<file path="src/rtl/hazard_ctrl_pkg.sv">
// Shared types and constants for the hazard controller.
// The optional stall-cycle performance counter is enabled with HAZARD_CTRL_PERF_EN.
package hazard_ctrl_pkg;

    typedef enum logic [3:0] {
        MDU_NONE  = 4'd0,
        MDU_MULT  = 4'd1,
        MDU_MULTU = 4'd2,
        MDU_DIV   = 4'd3,
        MDU_DIVU  = 4'd4,
        MDU_MFHI  = 4'd5,
        MDU_MFLO  = 4'd6,
        MDU_MTHI  = 4'd7,
        MDU_MTLO  = 4'd8
    } mdu_op_e;

    localparam logic [3:0] TUSE_NONE      = 4'hF;
    localparam int         DEF_MULT_CYCLES = 5;
    localparam int         DEF_DIV_CYCLES  = 10;

    // True when the opcode occupies the MDU for the multiply latency.
    function automatic logic is_mult(input logic [3:0] op);
        return (op == MDU_MULT) || (op == MDU_MULTU);
    endfunction

    // True when the opcode occupies the MDU for the divide latency.
    function automatic logic is_div(input logic [3:0] op);
        return (op == MDU_DIV) || (op == MDU_DIVU);
    endfunction

endpackage

</file>
<file path="src/rtl/hazard_ctrl_mdu_busy_tracker.sv">
// Tracks the multiply/divide unit busy window with a 4-bit down-counter.
// A start issued alongside Req belongs to a cancelled instruction and is ignored;
// Req never clears a countdown already running.
module mdu_busy_tracker
    import hazard_ctrl_pkg::*;
#(
    parameter int MULT_CYCLES = DEF_MULT_CYCLES,
    parameter int DIV_CYCLES  = DEF_DIV_CYCLES
) (
    input  logic       clk,
    input  logic       reset,
    input  logic       Req,
    input  logic       E_MDU_start,
    input  logic [3:0] E_MDUop,
    output logic       MDU_busy
);

    if (MULT_CYCLES > 15 || MULT_CYCLES < 0) begin : g_bad_mult
        $error("MULT_CYCLES must fit in 4 bits");
    end
    if (DIV_CYCLES > 15 || DIV_CYCLES < 0) begin : g_bad_div
        $error("DIV_CYCLES must fit in 4 bits");
    end

    logic [3:0] cnt;
    logic       start_ok;

    assign start_ok = E_MDU_start & ~Req;

    // Load on a valid start (reloading if already busy), otherwise count down to zero.
    always_ff @(posedge clk) begin
        if (reset) begin
            cnt <= 4'd0;
        end else if (start_ok && is_mult(E_MDUop)) begin
            cnt <= 4'(MULT_CYCLES);
        end else if (start_ok && is_div(E_MDUop)) begin
            cnt <= 4'(DIV_CYCLES);
        end else if (cnt != 4'd0) begin
            cnt <= cnt - 4'd1;
        end
    end

    // Busy covers the issue cycle itself plus every cycle the counter is non-zero.
    always_comb begin
        MDU_busy = start_ok | (cnt != 4'd0);
    end

endmodule

</file>
<file path="src/rtl/hazard_ctrl.sv">
// Pipeline hazard controller: GRF Tuse/Tnew stalls, MDU busy stalls and eret
// ordering behind EPC writes. Define HAZARD_CTRL_PERF_EN to add stall_cycles.
module hazard_ctrl
    import hazard_ctrl_pkg::*;
#(
    parameter int MULT_CYCLES = DEF_MULT_CYCLES,
    parameter int DIV_CYCLES  = DEF_DIV_CYCLES
) (
    input  logic        clk,
    input  logic        reset,
    input  logic        Req,
    input  logic [4:0]  D_rs_addr,
    input  logic [4:0]  D_rt_addr,
    input  logic [3:0]  D_rs_Tuse,
    input  logic [3:0]  D_rt_Tuse,
    input  logic        D_MDU_use,
    input  logic        D_eret,
    input  logic [4:0]  E_GRF_A3,
    input  logic [4:0]  M_GRF_A3,
    input  logic        E_GRF_write,
    input  logic        M_GRF_write,
    input  logic [3:0]  E_Tnew,
    input  logic [3:0]  M_Tnew,
    input  logic        E_MDU_start,
    input  logic [3:0]  E_MDUop,
    input  logic        E_EPC_write,
    input  logic        M_EPC_write,
    output logic        F_PC_EN,
    output logic        F_D_REG_EN,
    output logic        D_E_REG_EN,
    output logic        D_E_flush,
    output logic        MDU_busy,
    output logic        stall
`ifdef HAZARD_CTRL_PERF_EN
    ,
    output logic [31:0] stall_cycles
`endif
);

    logic rs_stall;
    logic rt_stall;
    logic mdu_stall;
    logic eret_stall;

    mdu_busy_tracker #(
        .MULT_CYCLES (MULT_CYCLES),
        .DIV_CYCLES  (DIV_CYCLES)
    ) u_mdu (
        .clk         (clk),
        .reset       (reset),
        .Req         (Req),
        .E_MDU_start (E_MDU_start),
        .E_MDUop     (E_MDUop),
        .MDU_busy    (MDU_busy)
    );

    // Source operands stall while an older producer's result arrives after its use deadline.
    // A Tuse of TUSE_NONE can never be exceeded by a 4-bit Tnew, so unused operands fall out.
    always_comb begin
        rs_stall = (D_rs_addr != 5'd0) &&
                   ((E_GRF_write && (E_GRF_A3 == D_rs_addr) && (E_Tnew > D_rs_Tuse)) ||
                    (M_GRF_write && (M_GRF_A3 == D_rs_addr) && (M_Tnew > D_rs_Tuse)));
        rt_stall = (D_rt_addr != 5'd0) &&
                   ((E_GRF_write && (E_GRF_A3 == D_rt_addr) && (E_Tnew > D_rt_Tuse)) ||
                    (M_GRF_write && (M_GRF_A3 == D_rt_addr) && (M_Tnew > D_rt_Tuse)));
        mdu_stall  = D_MDU_use & MDU_busy;
        eret_stall = D_eret & (E_EPC_write | M_EPC_write);
    end

    // Freeze F/D and bubble E on any hazard; an exception request overrides everything.
    always_comb begin
        stall      = (rs_stall | rt_stall | mdu_stall | eret_stall) & ~Req;
        F_PC_EN    = ~stall;
        F_D_REG_EN = ~stall;
        D_E_REG_EN = 1'b1;
        D_E_flush  = stall;
    end

`ifdef HAZARD_CTRL_PERF_EN
    // Count stalled cycles, wrapping naturally at 32 bits.
    always_ff @(posedge clk) begin
        if (reset) begin
            stall_cycles <= 32'd0;
        end else if (stall) begin
            stall_cycles <= stall_cycles + 32'd1;
        end
    end
`endif

endmodule

</file>
<file path="config.mk">
export PLATFORM = sky130hd
export DESIGN_NAME = hazard_ctrl
export DESIGN_NICKNAME = d
export VERILOG_FILES = /design/src/rtl/hazard_ctrl_pkg.sv /design/src/rtl/hazard_ctrl_mdu_busy_tracker.sv /design/src/rtl/hazard_ctrl.sv
export SDC_FILE = /design/constraint.sdc
export NUM_CORES = 1
export LEC_CHECK = 0
export CAP_MARGIN = 20
export CORE_MARGIN = 4
export CORE_UTILIZATION = 38
export CTS_CLUSTER_SIZE = 25
export DETAILED_ROUTE_END_ITERATION = 10
export GPL_TIMING_DRIVEN = 0
export PLACE_DENSITY = 0.92
export SLEW_MARGIN = 20
export SYNTH_ARGS = -nofsm -noshare
export SYNTH_HDL_FRONTEND = slang
export SYNTH_HIERARCHICAL = 1
export SYNTH_SLANG_ARGS = --single-unit
</file>
<file path="constraint.sdc">
create_clock -name clk -period 2.8 [get_ports clk]
set_input_delay 0.7 -clock clk [delete_from_list [all_inputs] [get_ports clk]]
set_output_delay 0.7 -clock clk [all_outputs]
set_load 0.02 [all_outputs]
</file>
# Word-level counts from Yosys, hierarchy flattened
# Cells that the tools add are included.
# word_totals
register_bits	4
inputBits	50
elab_cells	51
# op_classes
bitwise_logic	11
addsub	1
order_cmp	4
reduce_logical	22
n_mux	3
n_eq_ne	8
# ops
operator	n
equality test 5 bit	4
> comparator 4 bit	4
logical AND 1 bit	12
nonzero test 5 bit	2
equality test 4 x 2 -> 1 bit (second input constant)	2
two-way mux 4 bit	2
bitwise OR 1 bit	5
AND 1 bit	4
equality test 4 x 1 -> 1 bit (second input constant)	1
equality test 4 x 3 -> 1 bit (second input constant)	1
logical OR 1 bit	4
nonzero test 4 bit	1
subtractor 4 x 1 -> 4 bit (second input constant)	1
two-way mux 3 bit	1
nonzero test 3 bit	1
inverter 1 bit	2
nonzero test 2 bit	1
OR reduction 2 bit	1

# Longest topological paths before layout
# Gate-level depths: netlist (run 1).
# logic_depth
depth_word	10
ltp_mapped	9
ltp_nobuf	8

# By module
# The synthesis (run 1) kept the hierarchy.
# by_module_without_submodules
mod	area_per_inst_um2	cells_each	seq_area_each_um2	n_inst
hazard_ctrl	676.9	93	0.0	1
mdu_busy_tracker	269.0	30	80.1	1

# Least setup slack after synthesis (run 1)
# Ideal clock, no wire load.
# synth_path
path_kind	input port to output port
from	input port D_rt_Tuse[1]
to	output port F_PC_EN
path_buffers	1
slack_ns	-0.355
arrival_time_ns	2.455
path_stages	9
required_time_ns	2.100
path_cell_list	inv_1 ha_1 nor2b_1 o211ai_1 a211oi_1 a21oi_1 a21oi_1 o31ai_1 buf_4
# synth_via
elab_chain_len	9
elab_cells_between_ends	11
cone_classes	order compare (2); bitwise (5); reduce/logical (4)
# synth_rtl
element	line	text
start, declared	hazard_ctrl.sv:15	input logic [3:0] D_rt_Tuse,
> comparator 4 bit, on equally long branches	hazard_ctrl.sv:64, hazard_ctrl.sv:65	
logical AND 1 bit, on equally long branches	hazard_ctrl.sv:64, hazard_ctrl.sv:65	
logical OR 1 bit *	hazard_ctrl.sv:64	((E_GRF_write && (E_GRF_A3 == D_rt_addr) && (E_Tnew > D_rt_Tuse)) ||
logical AND 1 bit *	hazard_ctrl.sv:63	rt_stall = (D_rt_addr != 5'd0) &&
bitwise OR 1 bit * (3 in a row)	hazard_ctrl.sv:72	stall = (rs_stall | rt_stall | mdu_stall | eret_stall) & ~Req;
AND 1 bit *	hazard_ctrl.sv:72	
inverter 1 bit *	n/a	
end, declared	hazard_ctrl.sv:28	output logic F_PC_EN,
# Every way passes the cells marked *; elsewhere a longest branch is shown, timed or not.

# Final worst setup path (run 1)
# layout_path
from	input port D_rs_addr[2]
to	output port F_PC_EN
# layout_via
elab_chain_len	10
elab_cells_between_ends	14
cone_classes	eq/ne (2); bitwise (5); reduce/logical (7)
# layout_rtl
element	line	text
start, declared	hazard_ctrl.sv:12	input logic [4:0] D_rs_addr,
equality test 5 bit, on equally long branches	hazard_ctrl.sv:61, hazard_ctrl.sv:62	
logical AND 1 bit, on equally long branches (2 in a row)	hazard_ctrl.sv:61, hazard_ctrl.sv:62	
logical OR 1 bit	hazard_ctrl.sv:61	((E_GRF_write && (E_GRF_A3 == D_rs_addr) && (E_Tnew > D_rs_Tuse)) ||
logical AND 1 bit *	hazard_ctrl.sv:60	rs_stall = (D_rs_addr != 5'd0) &&
bitwise OR 1 bit * (3 in a row)	hazard_ctrl.sv:72	
AND 1 bit *	hazard_ctrl.sv:72	
inverter 1 bit *	hazard_ctrl.sv:73	F_PC_EN = ~stall;
# Marked as above.

==> out/qor.txt, run 1 <==
Final WS setup = -214 ps
Top cell type's share of synthesized area = 0.225
CTS tree = built
Die area = 3350 um2
Final slew viol count = 0
Synthesized-area fraction occupied by adder cells = 0.225
Outcome = finished, violations left
WP data required = 2100 ps
Root buf cell = clkbuf_4
Residual DRC = 0
Post-DP Area = 1550 um2
Prevailing post-synth register cell = dfxtp_1
Yosys reg bits = 4
Grt met1 use = 0.195
Peak supply drop = 0.000365 V
# setup viols final = 4
CTS max path bufs = 2
Vias in the first global route = 1257
Met2 usage = 0.411
Total track usage = 0.204
RSZ-0062 raised after global routing = yes
Commonest non-fill, non-tap cell in the layout = dlygate4sd2_1
Diodes inserted = 0
Routed WL = 3.43 mm
Period utilization = 1.08
Worst hold path type = reg -> reg
Largest reg by FF count = u_mdu/cnt
Via/cell ratio = 5.36
Final setup skew = 2.05 ps
Fmax = 332 MHz
Fin nets = 252
Synthesized area per cell = 7.69 um2
Routed Antenna Nets = 0
CTS clock-pin slew for the worst setup and hold paths = 30 ps
Switch Pwr = 0.243 mW
Crit Path Class = in -> out
Overflow after GRT = 0
DP HPWL = 2.49 mm
CTS Buf Count = 3
Post-layout min period = 3010 ps
Area growth syn-to-layout = 88.6%
Failing checks = negative setup slack
H-tree Lvls = 1
Unique cell type count in the Yosys netlist = 29
Worst Path Buf+Inv = 4
Synthesized instance count = 123
Warning count from the yosys run = 6
Met3 usage in global routing = 0.0290
Main combinational cell family by area after synthesis = adder cells
Final instance area = 1780 um2
I/O pins = 56
Crit path largest cell delay = 550 ps
Die Width = 57.9 um
Most used cell, CP = buf_4
Internal power = 0.352 mW
Hold Buf Count CTS = 0
Synth Area in XOR/XNOR = 0.194
Arrival @ worst endpoint = 2310 ps
EDFF count, synth = 0
Iter 0 DRT Violations = 29
Comb pwr share = 0.719
PwrDens = 333 nW/um2
Initial Utilization = 0.412
Vias = 1131
Gr busiest metal = met2
Most frequent cells in the layout = dlygate4sd2_1, xnor2_1, ha_4, clkdlybuf4s50_1, nand4_1
Crit path max-delay family = buffers and inverters
Simple-gate share of the synthesized area = 0.210
Syn nets = 190
Worst-path cell chain = dlygate4sd2_1, or4_4, nor2_4, a21oi_2, buf_4, o31ai_4, buf_4, buf_6
Clk pwr share = 0.118
Startpoint types = input pin
Routability congestion estimate from global placement = 0.836
Die Ht = 57.9 um
Wirelength per Cell = 16.3 um
First-pass GRT wire length = 5.37 mm
Port Buf Inserts = 54
Kind of end point of the critical path = output pin
Async S/R FF share, synth = 0
Total iterations of the first detailed-routing run = 4
Worst skew pair latency = 230 ps
Final Hold Viols = 0
Max-cap check violation count = 0
Initial antenna violation count = 0
Top cells by area, synth = ha_1, xnor2_1, dfxtp_1
Max FFs per register = 4
Cell leakage power = 0.714 nW
Post-synth top area cell = ha_1
Top flop regs = u_mdu/cnt: 4 flops
Pre-CTS setup slack = -1050 ps
Net Sw Frac = 0.408
Synth Area in Compound Gates = 0.172
Crit-path slowest cell = or4_4
Register area share after synthesis = 0.0847
Crit path max fanout = 3
CTS Sinks = 4
Layout cells sized above 1 = 0.399
Sequential Power Share = 0.163
Multiplexer share of the synthesized area = 0.0344
# rows = 17
Area of the core = 2300 um2
Mapped cell area = 946 um2
Largest net degree at the start of global routing = 6
## layer usage
layer / up-vias / share of wire
met5: - / 0
met4: 0 / 0.025
met3: 8 / 0.057
met2: 45 / 0.56
met1: 515 / 0.36
li1: 563 / -
## logic make-up after synthesis
group,count (synthesis)
XOR/XNOR,21
multiplexers,3
buffers and inverters,16
other,1
flip-flops,4
adder cells (fa/ha/maj),17
AO/OA/AOI/OAI,26
AND/OR/NAND/NOR,35
## cell usage after synthesis, types with 2 or more instances
cell and instances:
ha_1 17, nand3_1 4, nor2b_1 3, dfxtp_1 4, inv_1 13, nand2_1 4
a211oi_1 3, nor2_1 7, o31ai_1 3, xor2_1 4, o21ai_0 3, buf_4 3
nand4_1 8, a21oi_1 11, nor3_1 3, xnor2_1 17, mux2_2 2, o211ai_1 3
## worst register-to-register path, stage by stage (launching register included)
cell,delay (ps)
dfxtp_1,310
inv_1,90
ha_1,210
nor3b_2,280
mux2_2,380
a211oi_1,210
## worst paths after layout
check | startpoint | cells past startpoint | endpoint | slack [ps]
min reg2reg | u_mdu/cnt[3] | 2 | u_mdu/cnt[3] | 620
min | u_mdu/cnt[3] | 2 | u_mdu/cnt[3] | 620
max reg2reg | u_mdu/cnt[0] | 5 | u_mdu/cnt[1] | 1230
max | D_rs_addr[2] | 8 | F_PC_EN | -210
## metrics by stage
stage,setup TNS [ps],hold WS (ps),util,power [mW],instances
2_1_floorplan,0,544,-,0.326,123
3_3_place_gp,-3760,589,0.673,0.471,205
3_5_place_dp,-3870,595,0.673,0.486,205
4_1_cts,-586,614,0.763,0.574,210
5_1_grt,-895,631,0.777,0.638,211
6_report,-564,621,0.777,0.594,211
## power groups by stage
stage	logic, mW	clock network [mW]	registers (mW)
after floorplan	0.234	0	0.0921
after global placement	0.377	0	0.0938
after detailed placement	0.390	0	0.0960
after CTS	0.405	0.0723	0.0969
after global routing	0.464	0.0745	0.0992
final	0.427	0.0702	0.0970
## area by class of cell
class,instances,area (um2)
plain buffers,3,26.3
clock buffers,3,22.5
fillers,161,513
inverters,13,61.3
multi-input cells,103,1050
flip-flops and latches,4,80.1
well taps,28,35.0
repair buffers,57,505
## repair_timing
item / CTS / global route
setup endpoints to repair: 5 / 4
setup buffers: 2 / 1
hold endpoints to repair: 0 / 0
pin swaps: 26 / 21
resized for setup: 123 / 29
No activity file was read; power rests on OpenSTA's default activity.
==> run 2: changes to the inputs <==
--- a/config.mk
+++ b/config.mk
@@ -11,9 +11,8 @@
 export CTS_CLUSTER_SIZE = 25
 export DETAILED_ROUTE_END_ITERATION = 10
 export GPL_TIMING_DRIVEN = 0
-export PLACE_DENSITY = 0.92
+export PLACE_DENSITY = 0.93
 export SLEW_MARGIN = 20
 export SYNTH_ARGS = -nofsm -noshare
 export SYNTH_HDL_FRONTEND = slang
-export SYNTH_HIERARCHICAL = 1
 export SYNTH_SLANG_ARGS = --single-unit
==> out/qor.txt, run 2 <==
Max FFs per register = 4
Layout fillers = 177
Kind of end point of the critical path = output pin
Syn nets = 193
Unique cell type count in the Yosys netlist = 27
Cell leakage power = 0.724 nW
Sequential Power Share = 0.158
# setup viols final = 4
Crit path max fanout = 2
CTS max path bufs = 2
Top cell type's share of synthesized area = 0.228
Crit Path Class = in -> out
Yosys reg bits = 4
Area of the core = 2280 um2
Outcome = finished, violations left
Met2 WL = 1.74 mm
Post-layout min period = 3030 ps
First-pass GRT wire length = 4.90 mm
Most frequent cells in the layout = xnor2_1, dlygate4sd2_1, clkdlybuf4s50_1
Failing checks = negative setup slack
Area growth syn-to-layout = 84.9%
Most numerous cell in the Yosys netlist = xnor2_1
Vias in the first global route = 1175
DP HPWL = 2.49 mm
Die Width = 57.5 um
Port Buf Inserts = 54
Placed Cells = 208
Largest reg by FF count = u_mdu.cnt
Routability congestion estimate from global placement = 0.834
FF/Latch Area = 80.1 um2
WP data required = 2100 ps
Mapped cell area = 931 um2
Internal power = 0.349 mW
Initial antenna violation count = 0
Hold Buf Count CTS = 0
Footprint of the multi-input gates = 958 um2
Peak supply drop = 0.000353 V
Startpoint types = input pin
# rows = 17
Total iterations of the first detailed-routing run = 4
Fin nets = 254
Final WS setup = -233 ps
Most common library cells after synthesis = xnor2_1, ha_1, inv_1, a21oi_1
Total track usage = 0.187
Period utilization = 1.08
Warning count from the yosys run = 0
Pre-CTS setup slack = -1070 ps
Die Ht = 57.5 um
Uppermost layer routed = met4
Wirelength per Cell = 15.0 um
Prevailing post-synth register cell = dfxtp_1
Worst skew pair latency = 240 ps
RSZ-0062 raised after global routing = yes
CTS tree = built
Root buf cell = clkbuf_4
Clk pwr share = 0.126
Metal3 WL = 238 um
Top flop regs = u_mdu.cnt: 4 flops
Critical R2R Launch = u_mdu.cnt[1]
Final Power = 0.601 mW
Net Sw Frac = 0.418
Comb pwr share = 0.716
Async S/R FF share, synth = 0
Worst hold path type = reg -> reg
Routed Antenna Nets = 0
Post-synth top area cell = ha_1
Met1 WL = 1.16 mm
Synthesized area per cell = 7.39 um2
Final Hold Slack = 613 ps
Switch Pwr = 0.251 mW
Crit-path slowest cell = or4_4
Setup TNS = -760 ps
Iter 0 DRT Violations = 26
Slew headroom = 0.575
Worst hold start = u_mdu.cnt[3]
Final Hold Viols = 0
Final slew viol count = 0
Max-cap check violation count = 0
Layout cells sized above 1 = 0.254
Final setup skew = 2.53 ps
Arrival @ worst endpoint = 2330 ps
Largest net degree at the start of global routing = 6
Vias = 1126
Top cells by area, synth = ha_1, xnor2_1, dfxtp_1
Initial Utilization = 0.409
Commonest non-fill, non-tap cell in the layout = xnor2_1
Worst-Margin Slew = 632 ps
Finished Core Util = 0.756
Synthesized instance count = 126
Fmax = 330 MHz
Finished Layout Cells = 213
Die area = 3310 um2
CP Launch Point = D_rt_addr[2]
Residual DRC = 0
CTS clock-pin slew for the worst setup and hold paths = 40 ps
Overflow after GRT = 0
Crit path largest cell delay = 530 ps
EDFF count, synth = 0
I/O pins = 56
CTS Sinks = 4
Worst-path cell chain = buf_8, or4_4, nor2_4, nor3_4, a221oi_2, o211ai_1, nor2b_4, buf_6, buf_6
Final instance area = 1720 um2
CTS Buf Count = 3
Routed WL = 3.20 mm
Diodes inserted = 0
Via/cell ratio = 5.29
Post-DP Area = 1520 um2
Register area share after synthesis = 0.0860
H-tree Lvls = 1
Most used cell, CP = buf_6
PwrDens = 349 nW/um2
## run 2: cell count changes after synthesis, sizes merged, moves of 3 or more
cell	change
xor2	-4
xnor2	+5
o31ai	-3
nand2	+3
## run 2: cell type report
type / instances / share of cell area
inverter: 14 / 0.0305
buffer: 3 / 0.0174
multi-input combinational: 105 / 0.557
timing repair buffer: 56 / 0.315
clock buffer: 3 / 0.0131
tap: 28 / 0.0203
sequential: 4 / 0.0465
## run 2: worst paths after layout
kind	to	slack, ps	depth (start not counted)
worst max register to register	u_mdu.cnt[3]	1560	4
worst max-delay path	stall	-230	9
worst min register to register	u_mdu.cnt[3]	610	2
worst min-delay path	u_mdu.cnt[3]	610	2
## run 2: per-layer routing
layer  track usage  vias to the layer above
li1              -                      565
met1         0.184                      506
met2         0.369                       46
met3        0.0385                        9
met4        0.0762                        0
met5             0                        -
## run 2: kinds of logic (layout without fill, tap and decap cells)
family / count (synthesis) / in the layout / share of synthesized area
buffers and inverters: 17 / 76 / 0.0806
adders and majority gates: 17 / 17 / 0.228
muxes: 1 / 1 / 0.0108
DFF: 4 / 4 / 0.0860
and+or+nand+nor: 41 / 41 / 0.234
other: 1 / 1 / 0.00403
AOI/OAI and AO/OA: 23 / 23 / 0.149
xor gates and xnor gates: 22 / 22 / 0.207
## run 2: power by group through the flow
stage / combinational, mW / clock (mW) / sequential, mW
2_1_floorplan: 0.243 / 0 / 0.0911
3_3_place_gp: 0.386 / 0 / 0.0926
3_5_place_dp: 0.404 / 0 / 0.0940
4_1_cts: 0.416 / 0.0698 / 0.0932
5_1_grt: 0.467 / 0.0773 / 0.0957
6_report: 0.430 / 0.0756 / 0.0950
## run 2: critical path, delay by kind of cell
family / cells / cell delay (ps)
buf+inv: 3 / 320
simple gates: 4 / 900
compound gates: 2 / 400
## run 2: repair_timing
action | in CTS | in global routing
setup buffers | 0 | 2
setup endpoints to repair | 5 | 4
pin swaps | 23 | 12
resized for setup | 98 | 19
==> run 3: changes to the inputs <==
--- a/config.mk
+++ b/config.mk
@@ -5,13 +5,12 @@
 export SDC_FILE = /design/constraint.sdc
 export NUM_CORES = 1
 export LEC_CHECK = 0
-export CAP_MARGIN = 20
 export CORE_MARGIN = 4
-export CORE_UTILIZATION = 38
+export CORE_UTILIZATION = 35
 export CTS_CLUSTER_SIZE = 25
 export DETAILED_ROUTE_END_ITERATION = 10
 export GPL_TIMING_DRIVEN = 0
-export PLACE_DENSITY = 0.93
+export PLACE_DENSITY = 0.87
 export SLEW_MARGIN = 20
 export SYNTH_ARGS = -nofsm -noshare
 export SYNTH_HDL_FRONTEND = slang
==> out/qor.txt, run 3 (same netlist as run 2, synthesis figures left out) <==
Hold Buf Count CTS = 0
Final slew viol count = 0
Failing checks = negative setup slack
Worst skew pair latency = 240 ps
Period utilization = 1.09
Commonest non-fill, non-tap cell in the layout = xnor2_1
Wirelength per Cell = 15.8 um
Hold-critical path depth = 2
Cell leakage power = 0.688 nW
Area growth syn-to-layout = 81.5%
PwrDens = 355 nW/um2
I/O pins = 56
RSZ-0062 raised after global routing = yes
Root buf cell = clkbuf_4
Final setup skew = 5.27 ps
WP data required = 2100 ps
Kind of end point of the critical path = output pin
# rows = 18
Post-DP Area = 1530 um2
Reg2reg path depth = 6
Max FFs per register = 4
Final instance area = 1690 um2
Die area = 3550 um2
WHS Endpoint = u_mdu.cnt[3]
Vias = 1125
Max-cap check violation count = 0
Worst hold path type = reg -> reg
CTS clock-pin slew for the worst setup and hold paths = 40 ps
Residual DRC = 0
Routed Antenna Nets = 0
Total track usage = 0.195
Routed WL = 3.40 mm
# setup viols final = 4
Critical R2R Launch = u_mdu.cnt[0]
Startpoint types = input pin
Port Buf Inserts = 54
Post-layout min period = 3060 ps
Slew headroom = 0.585
DP HPWL = 2.64 mm
Final WS setup = -265 ps
Final Hold Slack = 606 ps
Area of the core = 2500 um2
CTS max path bufs = 2
Outcome = finished, violations left
Finished Layout Cells = 215
Worst-Margin Slew = 616 ps
Total iterations of the first detailed-routing run = 4
Most frequent cells in the layout = xnor2_1, dlygate4sd2_1, clkdlybuf4s50_1
Largest net degree at the start of global routing = 6
Vias in the first global route = 1262
Layout cells sized above 1 = 0.286
Peak supply drop = 0.000289 V
CTS Sinks = 4
Worst hold start = u_mdu.cnt[3]
Initial antenna violation count = 0
Routability congestion estimate from global placement = 0.800
Worst r2r dst = u_mdu.cnt[1]
Arrival @ worst endpoint = 2360 ps
Final Hold Viols = 0
Fin nets = 254
Overflow after GRT = 0
CTS Buf Count = 3
H-tree Lvls = 1
Crit path max fanout = 2
Iter 0 DRT Violations = 9
Placed Cells = 210
Initial Utilization = 0.372
First-pass GRT wire length = 5.30 mm
Fmax = 326 MHz
Die Ht = 59.6 um
Pre-CTS setup slack = -1080 ps
Largest reg by FF count = u_mdu.cnt
Top flop regs = u_mdu.cnt: 4 flops
R2R setup slack = 1570 ps
Die Width = 59.6 um
CTS tree = built
Diodes inserted = 0
Crit Path Class = in -> out
Via/cell ratio = 5.23
[run 3: cell types whose count changed in the layout (fill, tap and decap cells not counted), sizes merged]
cell	change
buf	-1
clkbuf	+4
clkdlybuf4s50	-1
clkdlybuf4s15	+1
dlymetal6s2s	-3
[run 3: layout make-up]
cell class / instances / area [um2]
Multi-Input combinational cell: 105 / 955
Tap cell: 30 / 37.5
Inverter: 14 / 52.6
Fill cell: 209 / 811
Sequential cell: 4 / 80.1
Buffer: 3 / 30.0
Clock buffer: 3 / 22.5
Timing Repair Buffer: 56 / 512
[run 3: metrics by stage]
step	utilization	power, mW	setup TNS (ps)
3_3_place_gp	0.611	0.480	-4040
3_5_place_dp	0.611	0.498	-4140
6_report	0.676	0.600	-877
2_1_floorplan	-	0.334	-2.09
4_1_cts	0.665	0.583	-665
5_1_grt	0.676	0.660	-1280
[run 3: layer usage]
layer,up-vias,global-route usage,wire (um),part of all wire
li1,559,-,-,-
met1,508,0.194,1160,0.34
met2,46,0.393,1880,0.55
met3,12,0.0218,248,0.073
met4,0,0.0823,118,0.035
met5,-,0,0,0
[run 3: timing repair]
item	4_1_cts	5_1_grt
endpoints found under the setup margin	5	4
resized for setup	105	19
setup buffers	2	0
pin swaps	24	11
[run 3: how the worst max path moves through the flow]
| stage | startpoint | endpoint | depth (start not counted) |
|---|---|---|---|
| 6_report | D_rt_Tuse[2] | stall | 11 |
| 5_1_grt | D_rt_Tuse[2] | stall | 11 |
| 4_1_cts | D_rt_addr[1] | stall | 9 |
| 3_5_place_dp | D_rt_addr[4] | F_PC_EN | 9 |
| 3_3_place_gp | D_rt_addr[4] | F_PC_EN | 9 |
| 2_1_floorplan | D_rt_addr[4] | F_PC_EN | 7 |
[run 3: power breakdown]
group / switching (mW) / internal [mW] / leakage (nW) / total, mW
logic: 0.212 / 0.223 / 0.641 / 0.435
clock network: 0.0245 / 0.0480 / 0.0138 / 0.0725
registers: 0.0137 / 0.0794 / 0.0331 / 0.0931
[run 3: worst max-delay path: stages]
cell and delay (ps):
clkdlybuf4s15_1 190, inv_2 70, ha_4 270, nand4_1 130, nand3_1 110, nor3_2 60, a221oi_2 270, o211ai_1 190
nor2b_4 170, buf_6 110, buf_6 120
==> variant 1: new RTL, config.mk and constraints of run 2 <==
The option `HAZARD_CTRL_PERF_EN` is turned on by a define.
--- a/src/rtl/hazard_ctrl.sv
+++ b/src/rtl/hazard_ctrl.sv
@@ -2,2 +2,4 @@
 // ordering behind EPC writes. Define HAZARD_CTRL_PERF_EN to add stall_cycles.
+`define HAZARD_CTRL_PERF_EN
+
 module hazard_ctrl
Behaviour (old outputs only; new: stall_cycles): unchanged (Yosys induction, for registers that start in step).
==> variant 1 against run 2 <==
The run still ends with setup timing left. Synthesized area rose to 2.8 times the old value. Clock power rose to 6.7 times the old value. Final area is 130% higher. Wire length grew to 2.7 times the old value. Total power rose to 2.8 times the old value. Hold slack worse by 0.11 ns. First-iteration DRC count rose to 6.6 times the old value. Setup slack worse by 0.11 ns. Non-clock buffer count increased by 52. Sequential cell count is 32 higher. Utilization shrank 15 points. Sequential share of layout area up 14 points. Clock skew up 0.0058 ns. Critical path type unchanged. Critical endpoint is now F_PC_EN. Largest power group unchanged.
==> variant 1: results (changes against run 2) <==
Largest net degree at the start of global routing: 12 (+6)
Crit-path max FO: 3 (+1)
CTS H-Tree Depth: 2 (+1)
Initial DRT Pass Iterations: 5 (+1)
Largest regs: stall_cycles: 32 flops, u_mdu.cnt: 4 flops
Peak supply drop: 0.000266 V (-25%)
Failing checks: setup timing
Synthesized Nets: 390 (+100%)
Worst slew margin: 0.583 (+0.00861)
Adder-cell share of the synthesized area: 0.0870 (-0.141)
Final HPWL DP: 6120 um (+150%)
Final setup violating endpoints: 5 (+1)
Status: complete, but fails checks
Worst reg2reg setup slack: 0.06 ns (-1.50 ns)
Filler instances: 504 (+180%)
Worst path slowest cell: o2111a_2
Sequential share of the synthesized area: 0.279 (+0.193)
Root Buffer: clkbuf_8
Post-synth cell types: 42 (+56%)
Fin worst setup slack: -0.339 ns (-0.106 ns)
Global router's overall resource usage: 0.199 (+0.0118)
Final nets: 490 (+93%)
Proportion of synthesized area in mux cells: 0.0126 (+0.00182)
Via/cell ratio: 5.94 (+12%)
Synth cell count leaders: a21oi_1 (41), dfxtp_1 (36), or4_1 (24), o31ai_1 (22), xnor2_1 (22)
Reg2reg start: stall_cycles[7]$_SDFFE_PP0P_
[variant 1: what timing repair did]
item | CTS | global route
buffers inserted | 5 | 3
pin swaps | 28 | 23
endpoints found under the setup margin | 37 | 21
gates resized for setup | 123 | 41
[variant 1: worst register-to-register path: cells and delay by family, from the launching register on]
kind                   cells  cell delay (ns)
and+or+nand+nor            6             1.95
AOI/OAI and AO/OA          1             0.13
DFF                        1             0.43
buffers and inverters      1             0.17
[variant 1: worst max-delay path by stage]
stage               endpoint          from  cells past startpoint  slack, ns
floorplan            F_PC_EN  D_rs_Tuse[1]                     12      -0.38
global placement       stall  D_rs_Tuse[1]                     13      -1.69
detailed placement     stall  D_rs_Tuse[1]                     13      -1.69
CTS                  F_PC_EN  D_rs_Tuse[1]                     14      -0.48
global route         F_PC_EN     E_Tnew[2]                     12      -0.39
finish               F_PC_EN  D_rs_Tuse[1]                     13      -0.34
[variant 1: metrics by stage]
stage,TNS (ns),power (mW),setup WS (ns),cell area (um^2),instances
2_1_floorplan,-1.13,0.896,-0.379,2650,322
3_3_place_gp,-28.80,1.09,-1.69,3600,485
3_5_place_dp,-29.68,1.10,-1.69,3600,485
4_1_cts,-1.72,1.65,-0.476,3890,498
5_1_grt,-1.52,1.77,-0.391,3960,500
6_report,-1.17,1.69,-0.339,3960,500
[variant 1: cell families (layout without fill, tap and decap cells)]
group,Yosys count,count (layout)
DFF,36,36
muxes,3,3
AOI/OAI and AO/OA,83,83
xor gates and xnor gates,22,22
buffers and inverters,36,137
and+or+nand+nor,123,123
other,1,1
adders and majority gates,18,18
[variant 1: power groups by stage]
stage          logic, mW  registers, mW  clock network, mW
2_1_floorplan      0.329          0.567                  0
3_3_place_gp       0.520          0.565                  0
3_5_place_dp       0.538          0.567                  0
4_1_cts            0.582          0.555              0.512
5_1_grt            0.681          0.560              0.533
6_report           0.626          0.558              0.508
[variant 1: area by class of cell]
class,instances,area (um^2),area share
clock buffers,7,96.3,0.0243
inverters,18,85.1,0.0215
well taps,77,96.3,0.0243
clock inverters,1,30.0,0.00759
flip-flops and latches,36,722,0.182
plain buffers,17,133,0.0335
multi-input cells,250,1940,0.491
repair buffers,94,853,0.216
[variant 1: routing by layer]
metal  up-vias  share of wire  GRT usage
met5         -              0          0
met4         0          0.028     0.0459
met3        26          0.088     0.0508
met2       162           0.48      0.347
met1      1375           0.40      0.244
li1       1409              -          -
==> variant 2: new RTL, flow settings as in run 2 <==
Made on the original files. Set the package constant `DEF_DIV_CYCLES` to 9 (it was 10).
--- a/src/rtl/hazard_ctrl_pkg.sv
+++ b/src/rtl/hazard_ctrl_pkg.sv
@@ -18,3 +18,3 @@
     localparam int         DEF_MULT_CYCLES = 5;
-    localparam int         DEF_DIV_CYCLES  = 10;
+    localparam int         DEF_DIV_CYCLES  = 9;
 
Formal check against the unedited RTL: same outputs for any inputs over 10 cycles, from zero or initial values and one cycle with reset high; that may be too few to reach the edited logic, so the function may still have changed.
==> variant 2 against run 2 <==
The flow still finishes with violations (setup timing). Die area up 2.1%. Register-to-register slack got worse by 0.10 ns. Cell count rose by 2.3%. Critical endpoint is now F_PC_EN. Synthesized area up 2.4%. Wire length increased by 5.5%. Maximum frequency grew 0.85%. Largest cell class unchanged. Setup slack better by 0.026 ns. Sequential share of layout area down 0.099 points. Hold slack got worse by 0.062 ns. Global-route usage increased by 1.8 points. Final area rose by 2.2%. Sequential cell count unchanged. Total power increased by 3.6%. Critical path depth up 1.
==> variant 2: results (changes against run 2) <==
Status: complete, but fails checks
Failing checks: setup timing
Pre-CTS WS: -1.09 ns (-0.0228 ns)
Initial drt markers: 10 (-62%)
Largest net degree at the start of global routing: 5 (-1)
Reg2reg path depth: 6 (+2)
Adder-cell share of the synthesized area: 0.223 (-0.00540)
Final HPWL DP: 2620 um (+5.4%)
Synth top area cells: ha_1 (22%), xnor2_1 (18%), dfxtp_1 (8.4%)
Worst Skew: 0.00253 ns (-0.00000216 ns)
Synthesized Nets: 193 (unchanged)
Sequential share of the synthesized area: 0.0840 (-0.00203)
Cell Int Power: 361 uW (+3.3%)
Post-synth cell types: 29 (+7.4%)
Filler instances: 161 (-9.0%)
Final setup violating endpoints: 4 (unchanged)
First-pass GRT wire length: 5460 um (+12%)
Synth Area in Compound Gates: 0.144 (-0.00484)
Routability-driven placement congestion ratio: 0.866 (+3.9%)
Final wirelength: 3380 um (+5.5%)
Hold Slack: 0.551 ns (-0.0620 ns)
Worst hold path depth: 4 (+2)
CTS clk-pin slew, worst paths: 0.04 ns (about the same)
Fin worst setup slack: -0.208 ns (+0.0256 ns)
Crit path DAT: 2.31 ns (-0.02 ns)
Slew @ Worst Pin: 0.637 ns (+0.00544 ns)
Peak supply drop: 0.000374 V (+6.0%)
Via/cell ratio: 5.26 (-0.56%)
Final nets: 259 (+2.0%)
Global router's overall resource usage: 0.205 (+0.0182)
Vias in the first global route: 1269 (+8.0%)
Post-Synth XOR/XNOR Area: 0.202 (-0.00489)
Synth cell count leaders: xnor2_1 (20), ha_1 (17), inv_1 (14), a21oi_1 (11)
Proportion of synthesized area in mux cells: 0 (-0.0108)
Worst reg2reg setup slack: 1.46 ns (-0.10 ns)
Leakage: 0.718 nW (-0.82%)
[variant 2: kinds of logic (layout without fill, tap and decap cells)]
family,Yosys count,count (layout)
simple gates,43,43
compound gates,22,22
xor+xnor,22,22
fa+ha+maj,17,17
buf+inv,17,81
flops,4,4
other cells,1,1
[variant 2: cell type report]
cell class / instances / area (um^2) / share of cell area
multi-input combinational: 105 / 1020 / 0.583
timing repair buffer: 61 / 514 / 0.292
sequential: 4 / 80.1 / 0.0455
inverter: 14 / 52.6 / 0.0299
tap: 28 / 35.0 / 0.0199
buffer: 3 / 30.0 / 0.0171
clock buffer: 3 / 22.5 / 0.0128
[variant 2: power by group through the flow]
stage,sequential (mW),combinational [mW],clock (mW)
3_5_place_dp,0.0959,0.409,0
5_1_grt,0.0967,0.498,0.0786
2_1_floorplan,0.0921,0.246,0
3_3_place_gp,0.0934,0.391,0
6_report,0.0948,0.450,0.0783
4_1_cts,0.0953,0.429,0.0782
[variant 2: worst paths after layout]
kind | to | startpoint
setup reg to reg | u_mdu.cnt[0]$_SDFFE_PP0P_ | u_mdu.cnt[0]$_SDFFE_PP0P_
hold / removal | u_mdu.cnt[1]$_SDFFE_PP0P_ | u_mdu.cnt[1]$_SDFFE_PP0P_
setup / recovery | F_PC_EN | D_rt_addr[4]
hold reg to reg | u_mdu.cnt[1]$_SDFFE_PP0P_ | u_mdu.cnt[1]$_SDFFE_PP0P_
[variant 2: repair_timing]
| action | in CTS | in global routing |
|---|---|---|
| gates resized for setup | 131 | 22 |
| pin swaps | 28 | 16 |
| buffers inserted | 6 | 1 |
| endpoints found under the setup margin | 5 | 4 |
[variant 2: worst max-delay path, cell delays in order]
cell	delay [ns]
buf_8	0.09
or4_4	0.55
nor2_4	0.11
nor3_2	0.05
a221oi_2	0.24
o221ai_2	0.14
buf_4	0.16
nand2b_4	0.07
buf_6	0.09
buf_6	0.10
[variant 2: metrics by stage]
stage          setup TNS (ns)  cell area (um^2)  instances   util
6_report               -0.585              1760        218  0.766
5_1_grt                -0.864              1760        218  0.766
4_1_cts                -0.588              1720        217  0.747
3_5_place_dp            -4.11              1540        208  0.670
3_3_place_gp            -3.93              1540        208  0.670
2_1_floorplan               0               965        126      -
[variant 2: metal layers]
metal  wire length, um  global-route usage
met1              1190               0.195
met2              1870               0.415
met3               252              0.0468
met4                62              0.0795
met5                 0                   0
